**config.mk**
```make
export PLATFORM = sky130hd
export DESIGN_NAME = score_tracker
export DESIGN_NICKNAME = d
export VERILOG_FILES = /design/src/rtl/game_pkg.sv /design/src/rtl/lane_event_counter.sv /design/src/rtl/score_tracker.sv
export SDC_FILE = /design/constraint.sdc
export NUM_CORES = 1
export LEC_CHECK = 0
export ABC_AREA = 1
export BUFFER_PORTS_ARGS = -buffer_cell sky130_fd_sc_hd__buf_2
export CAP_MARGIN = 20
export CORE_ASPECT_RATIO = 1.75
export CORE_MARGIN = 1.5
export CORE_UTILIZATION = 50
export CTS_CLUSTER_DIAMETER = 120
export DETAILED_ROUTE_END_ITERATION = 8
export PLACE_DENSITY = 0.72
export SYNTH_ARGS = -nofsm -noshare
export SYNTH_HDL_FRONTEND = slang
export SYNTH_SLANG_ARGS = --single-unit
```
**constraint.sdc**
```tcl
create_clock -name clk -period 5.81 [get_ports clk]
set_clock_uncertainty 0.1 [all_clocks]
set_input_delay 0.581 -clock clk [delete_from_list [all_inputs] [get_ports clk]]
set_output_delay 0.581 -clock clk [all_outputs]
set_load 0.01 [all_outputs]
```
**src/rtl/game_pkg.sv**
```systemverilog
// Shared game constants and state encoding, also used by the per-lane note blocks.
package game_pkg;

    localparam int unsigned DEF_NUM_LANES    = 4;
    localparam int unsigned DEF_SCORE_W      = 16;
    localparam int unsigned DEF_COMBO_W      = 8;
    localparam int unsigned DEF_MULT_STEP    = 10;
    localparam int unsigned DEF_MAX_MULT     = 4;
    localparam int unsigned DEF_MAX_MISSES   = 8;
    localparam int unsigned DEF_LEVEL_POINTS = 50;
    localparam int unsigned DEF_SPEED_STEP   = 20000;
    localparam int unsigned DEF_SPEED_MAX    = 200000;

    localparam int unsigned MULT_W  = 3;
    localparam int unsigned MISS_W  = 4;
    localparam int unsigned SPEED_W = 50;

    typedef enum logic [1:0] {
        ST_TITLE = 2'b00,
        ST_PLAY  = 2'b01,
        ST_OVER  = 2'b10
    } game_state_t;

endpackage

```
**src/rtl/lane_event_counter.sv**
```systemverilog
// Per-lane miss edge detection and hit/miss popcounts for one cycle.
module lane_event_counter #(
    parameter int unsigned NUM_LANES = 4,
    parameter int unsigned CNT_W     = $clog2(NUM_LANES + 1)
) (
    input  logic                 clk,
    input  logic                 reset,
    input  logic [NUM_LANES-1:0] point_flag,
    input  logic [NUM_LANES-1:0] block_gone_flag,
    output logic [CNT_W-1:0]     hits_c,
    output logic [CNT_W-1:0]     misses_c
);

    logic [NUM_LANES-1:0] prev_gone;

    // Miss flag history, tracked in every game state so stale levels never count.
    always_ff @(posedge clk) begin
        if (!reset) begin
            prev_gone <= '0;
        end else begin
            prev_gone <= block_gone_flag;
        end
    end

    // Count hit pulses and rising miss edges across all lanes.
    always_comb begin
        hits_c   = '0;
        misses_c = '0;
        for (int i = 0; i < int'(NUM_LANES); i++) begin
            hits_c   = hits_c + CNT_W'(point_flag[i]);
            misses_c = misses_c + CNT_W'(block_gone_flag[i] & ~prev_gone[i]);
        end
    end

endmodule

```
**src/rtl/score_tracker.sv**
```systemverilog
// Score, combo, multiplier, miss and difficulty tracking with the TITLE/PLAY/OVER game FSM.
module score_tracker
    import game_pkg::*;
#(
    parameter int unsigned NUM_LANES    = DEF_NUM_LANES,
    parameter int unsigned SCORE_W      = DEF_SCORE_W,
    parameter int unsigned COMBO_W      = DEF_COMBO_W,
    parameter int unsigned MULT_STEP    = DEF_MULT_STEP,
    parameter int unsigned MAX_MULT     = DEF_MAX_MULT,
    parameter int unsigned MAX_MISSES   = DEF_MAX_MISSES,
    parameter int unsigned LEVEL_POINTS = DEF_LEVEL_POINTS,
    parameter int unsigned SPEED_STEP   = DEF_SPEED_STEP,
    parameter int unsigned SPEED_MAX    = DEF_SPEED_MAX
) (
    input  logic                 clk,
    input  logic                 reset,
    input  logic                 start_switch,
    input  logic [NUM_LANES-1:0] point_flag,
    input  logic [NUM_LANES-1:0] block_gone_flag,
    output logic [1:0]           game_state,
    output logic [SCORE_W-1:0]   score,
    output logic [COMBO_W-1:0]   combo,
    output logic [MULT_W-1:0]    multiplier,
    output logic [MISS_W-1:0]    miss_count,
    output logic                 game_over,
    output logic [SPEED_W-1:0]   speed_shift
);

    localparam int unsigned CNT_W = $clog2(NUM_LANES + 1);
    localparam int unsigned AWD_W = CNT_W + MULT_W;
    localparam int unsigned ACC_W = $clog2(LEVEL_POINTS) + AWD_W;

    game_state_t          state, state_next;
    logic [CNT_W-1:0]     hits, misses;
    logic [ACC_W-1:0]     level_acc, acc_nx, acc_sum;
    logic [AWD_W-1:0]     awarded;
    logic [SCORE_W:0]     score_sum;
    logic [COMBO_W:0]     combo_sum;
    logic [COMBO_W-1:0]   combo_play, mult_idx;
    logic [MISS_W:0]      miss_sum;
    logic [MISS_W-1:0]    miss_play;
    logic [MULT_W-1:0]    mult_play;
    logic [SPEED_W-1:0]   speed_up;
    logic [SCORE_W-1:0]   score_nx;
    logic [COMBO_W-1:0]   combo_nx;
    logic [MULT_W-1:0]    mult_nx;
    logic [MISS_W-1:0]    miss_nx;
    logic [SPEED_W-1:0]   speed_nx;

    lane_event_counter #(
        .NUM_LANES (NUM_LANES),
        .CNT_W     (CNT_W)
    ) u_events (
        .clk             (clk),
        .reset           (reset),
        .point_flag      (point_flag),
        .block_gone_flag (block_gone_flag),
        .hits_c          (hits),
        .misses_c        (misses)
    );

    assign game_state = state;

    // Game state register.
    always_ff @(posedge clk) begin
        if (!reset) begin
            state <= ST_TITLE;
        end else begin
            state <= state_next;
        end
    end

    // Next-state and next counter values; PLAY updates use the pre-update multiplier.
    always_comb begin
        state_next = state;
        score_nx   = score;
        combo_nx   = combo;
        mult_nx    = multiplier;
        miss_nx    = miss_count;
        speed_nx   = speed_shift;
        acc_nx     = level_acc;

        awarded    = AWD_W'(hits) * AWD_W'(multiplier);
        score_sum  = (SCORE_W+1)'(score) + (SCORE_W+1)'(awarded);
        combo_sum  = (COMBO_W+1)'(combo) + (COMBO_W+1)'(hits);
        combo_play = (misses != '0) ? '0
                   : (combo_sum[COMBO_W] ? '1 : combo_sum[COMBO_W-1:0]);
        mult_idx   = combo_play / COMBO_W'(MULT_STEP);
        mult_play  = (mult_idx >= COMBO_W'(MAX_MULT - 1)) ? MULT_W'(MAX_MULT)
                   : MULT_W'(mult_idx) + MULT_W'(1);
        miss_sum   = (MISS_W+1)'(miss_count) + (MISS_W+1)'(misses);
        miss_play  = miss_sum[MISS_W] ? '1 : miss_sum[MISS_W-1:0];
        acc_sum    = level_acc + ACC_W'(awarded);
        speed_up   = (speed_shift >= SPEED_W'(SPEED_MAX - SPEED_STEP)) ? SPEED_W'(SPEED_MAX)
                   : speed_shift + SPEED_W'(SPEED_STEP);

        case (state)
            ST_TITLE: begin
                if (start_switch) begin
                    state_next = ST_PLAY;
                    score_nx   = '0;
                    combo_nx   = '0;
                    mult_nx    = MULT_W'(1);
                    miss_nx    = '0;
                    speed_nx   = '0;
                    acc_nx     = '0;
                end
            end
            ST_PLAY: begin
                score_nx = score_sum[SCORE_W] ? '1 : score_sum[SCORE_W-1:0];
                combo_nx = combo_play;
                mult_nx  = mult_play;
                miss_nx  = miss_play;
                if (acc_sum >= ACC_W'(LEVEL_POINTS)) begin
                    acc_nx   = acc_sum - ACC_W'(LEVEL_POINTS);
                    speed_nx = speed_up;
                end else begin
                    acc_nx   = acc_sum;
                end
                if (!start_switch) begin
                    state_next = ST_TITLE;
                end else if (miss_play >= MISS_W'(MAX_MISSES)) begin
                    state_next = ST_OVER;
                end
            end
            ST_OVER: begin
                if (!start_switch) begin
                    state_next = ST_TITLE;
                end
            end
            default: begin
                state_next = ST_TITLE;
            end
        endcase
    end

    // Registered counters and outputs.
    always_ff @(posedge clk) begin
        if (!reset) begin
            score       <= '0;
            combo       <= '0;
            multiplier  <= MULT_W'(1);
            miss_count  <= '0;
            speed_shift <= '0;
            level_acc   <= '0;
            game_over   <= 1'b0;
        end else begin
            score       <= score_nx;
            combo       <= combo_nx;
            multiplier  <= mult_nx;
            miss_count  <= miss_nx;
            speed_shift <= speed_nx;
            level_acc   <= acc_nx;
            game_over   <= (state_next == ST_OVER);
        end
    end

endmodule

```
==> qor.yml <==
drt:
  first_pass_iters: 4
  post-route-drc-count: 0
  wl_met3_um: 577
  ant_nets: 0
  routed.top_layer: "met4"
  post_drt_wl_per_cell_um: 13.0
  route.met2.wl_um: 6800
  drt_wl_total_um: 13200
  viasPerCell: 5.20
  via_count: 5272
  met1_length_um: 5500
  dr.first_iter.drc_count: 245
hold_path:
  hold_class: "input pin to flop"
  min_from: "block_gone_flag[1]"
finish:
  drive_above_1_share: 0.171
  multiInputGateArea_sq_um: 3210
  fillers: 1091
  num_antenna_cells: 0
  nets: 925
  area_delta_synth_final_pct: 15.3
  area.sequential_sq_um: 1900
timing:
  fmax_mhz: 187
  finalHoldViolCount: 0
  period_needed_ns: 5.35
  period_share: 0.921
  rsz0062_at_grt: "no"
  finalMaxSlewViolations: 0
  slew_headroom: 0.614
  setup_viol: 0
  worst_pin_slew_ns: 0.578
  fin_tns_setup_ns: 0
flow_run:
  maxCapViolCount: 0
worst_setup_path:
  critPathRequiredTime_ns: 5.99
  critPathLaunch: "point_flag[0]"
  cp_max_fo: 34
  end_kind: "flop"
  regToRegStartpoint: "u_events.prev_gone[1]"
  worstPathArrival_ns: 5.53
  critPathLaunchType: "input pin"
  crit_type: "input pin to flop"
clock_tree:
  cts-root-buf: "clkbuf_16"
  ctsHoldBuffers: 0
  clk_pin_slew_ns: 0.08
  h-tree-depth: 3
  postCtsResizedCells: 0
  post-cts-setup-buffer-count: 0
  cts_sinks: 95
  cts_buffer_depth: 2
  cts_buffers: 9
  clk_latency_ns: 0.35
  cts_tree: "yes"
grt:
  first_global_vias: 4945
  grt_overflow_total: 0
  grt_pass1_wl_um: 22300
  grt_max_degree: 51
  grt_use_total: 0.227
  antenna_found_initial: 0
power:
  power_w: 0.00144
  cellLeakagePower_nw: 3.19
  ir_worst_vdd_v: 0.000171
  p_per_area_nw_per_um2: 221
synth:
  async_reset_ff_frac: 0
  yosys_warnings: 0
  synth_fa_ha_area_frac: 0.0951
  ys.flop_type: "dfxtp_1"
  yosys.area.top_type: "dfxtp_1"
  avgSynthCellArea_sq_um: 7.10
  synth_top_family_by_area: "simple AND/OR/NAND/NOR gates"
  synth-edff-count: 0
  synth_xor_area_frac: 0.0420
  ys_ff_latch: 95
  synth_top_area_frac: 0.338
  syn_inst: 793
  synth.distinct_cells: 48
  seq_area_frac_synth: 0.338
  yosys-top-cells-area: "dfxtp_1 34%, nand2_1 12%, inv_1 6.7%, ha_1 6.7%, a21oi_1 6.3%"
  synth_compound_area_frac: 0.134
  synth_mux_area_frac: 0
  synthSimpleGateAreaFrac: 0.293
  netlist_area_sq_um: 5630
floorplan:
  start_util: 0.510
  die-area_sq_um: 11900
  io-pin-count: 95
  row_count: 51
  die_w_um: 83.2
  core_sq_um: 11000
  fp.dieH_um: 143
placement:
  gp_congestion: 0.850
  port_buffers: 89
  dp_hpwl_um: 9720
outcome:
  status: "finished, final reports clean"
[registers in the layout, indices dropped and copies added (netlist names), 2 cells and up]
register	count
combo	8
game_state	2
level_acc	12
miss_count	4
multiplier	3
score	16
speed_shift	45
u_events.prev_gone	4
[path summary, 6_finish.rpt]
kind                           end  slack (ns)  cells after the start
min reg2reg        speed_shift[42]        0.36                      2
max                speed_shift[17]        0.46                     28
min          u_events.prev_gone[1]        0.32                      3
max reg2reg          multiplier[0]        1.23                     32
[synth_stat cells, drive strengths merged (2+ instances only)]
cell type	count
a21oi	74
a22oi	4
a31oi	5
buf	11
clkbuf	16
dfxtp	95
fa	8
ha	30
inv	105
nand2	198
nand3	44
nand3b	3
nand4	12
nor2	80
nor3	13
nor3b	3
nor4	9
o2111ai	2
o211ai	3
o21ai	41
o21bai	2
o311ai	2
or2	2
xnor2	8
xor2	16
[logic make-up (layout without fill, tap and decap cells)]
family          count (synthesis)  in the layout
compound gates                136            136
xor+xnor                       24             24
fa+ha+maj                      38             38
buf+inv                       133            217
flops                          95             95
other cells                     1              5
simple gates                  366            366
[critical path, stage by stage]
cell and delay [ns]:
buf_2 0.10, ha_1 0.27, inv_1 0.05, fa_1 0.36, inv_1 0.07, ha_1 0.19
nand2_1 0.09, fa_1 0.52, inv_1 0.05, ha_1 0.22, fa_1 0.47, ha_1 0.37
a21oi_1 0.17, inv_1 0.06, nand3_1 0.07, o211a_1 0.19, nor2_1 0.05, nand2_1 0.09
xor2_1 0.27, nand2_1 0.11, nor2_2 0.14, nand3_2 0.12, nor3_4 0.13, nand2_1 0.08
nand2_2 0.28, buf_12 0.23, a22oi_1 0.09, nor2_1 0.11
[cells in the final DEF, fill, tap and decap left out, types with 3 or more instances in the layout]
master     count
nand4_1       12
o21ai_0       38
nand3_2        5
nand2_1      185
nor2_1        76
nand3_1       39
xnor2_1        7
a31oi_1        5
dfxtp_1       95
clkinv_8       4
buf_4          5
clkbuf_16      9
xor2_1        15
nor2_4         3
conb_1         5
nor3b_1        3
inv_1        101
a21oi_1       71
nor4_1         9
inv_2          4
nor3_1        11
ha_1          30
o211ai_1       3
nand2_2       11
buf_2         89
inv_6          3
fa_1           8
a22oi_1        4
a21oi_2        3
[report_power, final]
group / internal (W) / total (W) / switching [W]
combinational: 0.0000549 / 0.000159 / 0.000104
clock: 0.000310 / 0.000607 / 0.000297
sequential: 0.000660 / 0.000670 / 0.00000964
[routing by layer]
layer  vias to the layer above  global-route usage
met3                        18              0.0442
met1                      2399               0.255
li1                       2741                   -
met4                         0              0.0868
met2                       114               0.420
met5                         -                   0
[stage by stage]
stage                      util  cells  worst slack [ns]  instance area [sq um]  hold slack [ns]
final                     0.588   1013             0.459                   6490            0.318
after CTS                 0.588   1013             0.475                   6490            0.306
after floorplan               -    797             0.660                   5650            0.345
after detailed placement  0.559    997             0.132                   6180            0.344
after global routing      0.588   1013            0.0322                   6490            0.325
after global placement    0.559    997             0.294                   6180            0.339
[layout make-up]
| type | instances | area share |
|---|---|---|
| clock buffers | 9 | 0.0347 |
| clock inverters | 7 | 0.0141 |
| inverters | 106 | 0.0615 |
| multi-input cells | 569 | 0.494 |
| flip-flops and latches | 95 | 0.293 |
| well taps | 132 | 0.0254 |
| repair buffers | 95 | 0.0775 |
Power figures use the tool's default switching activity.
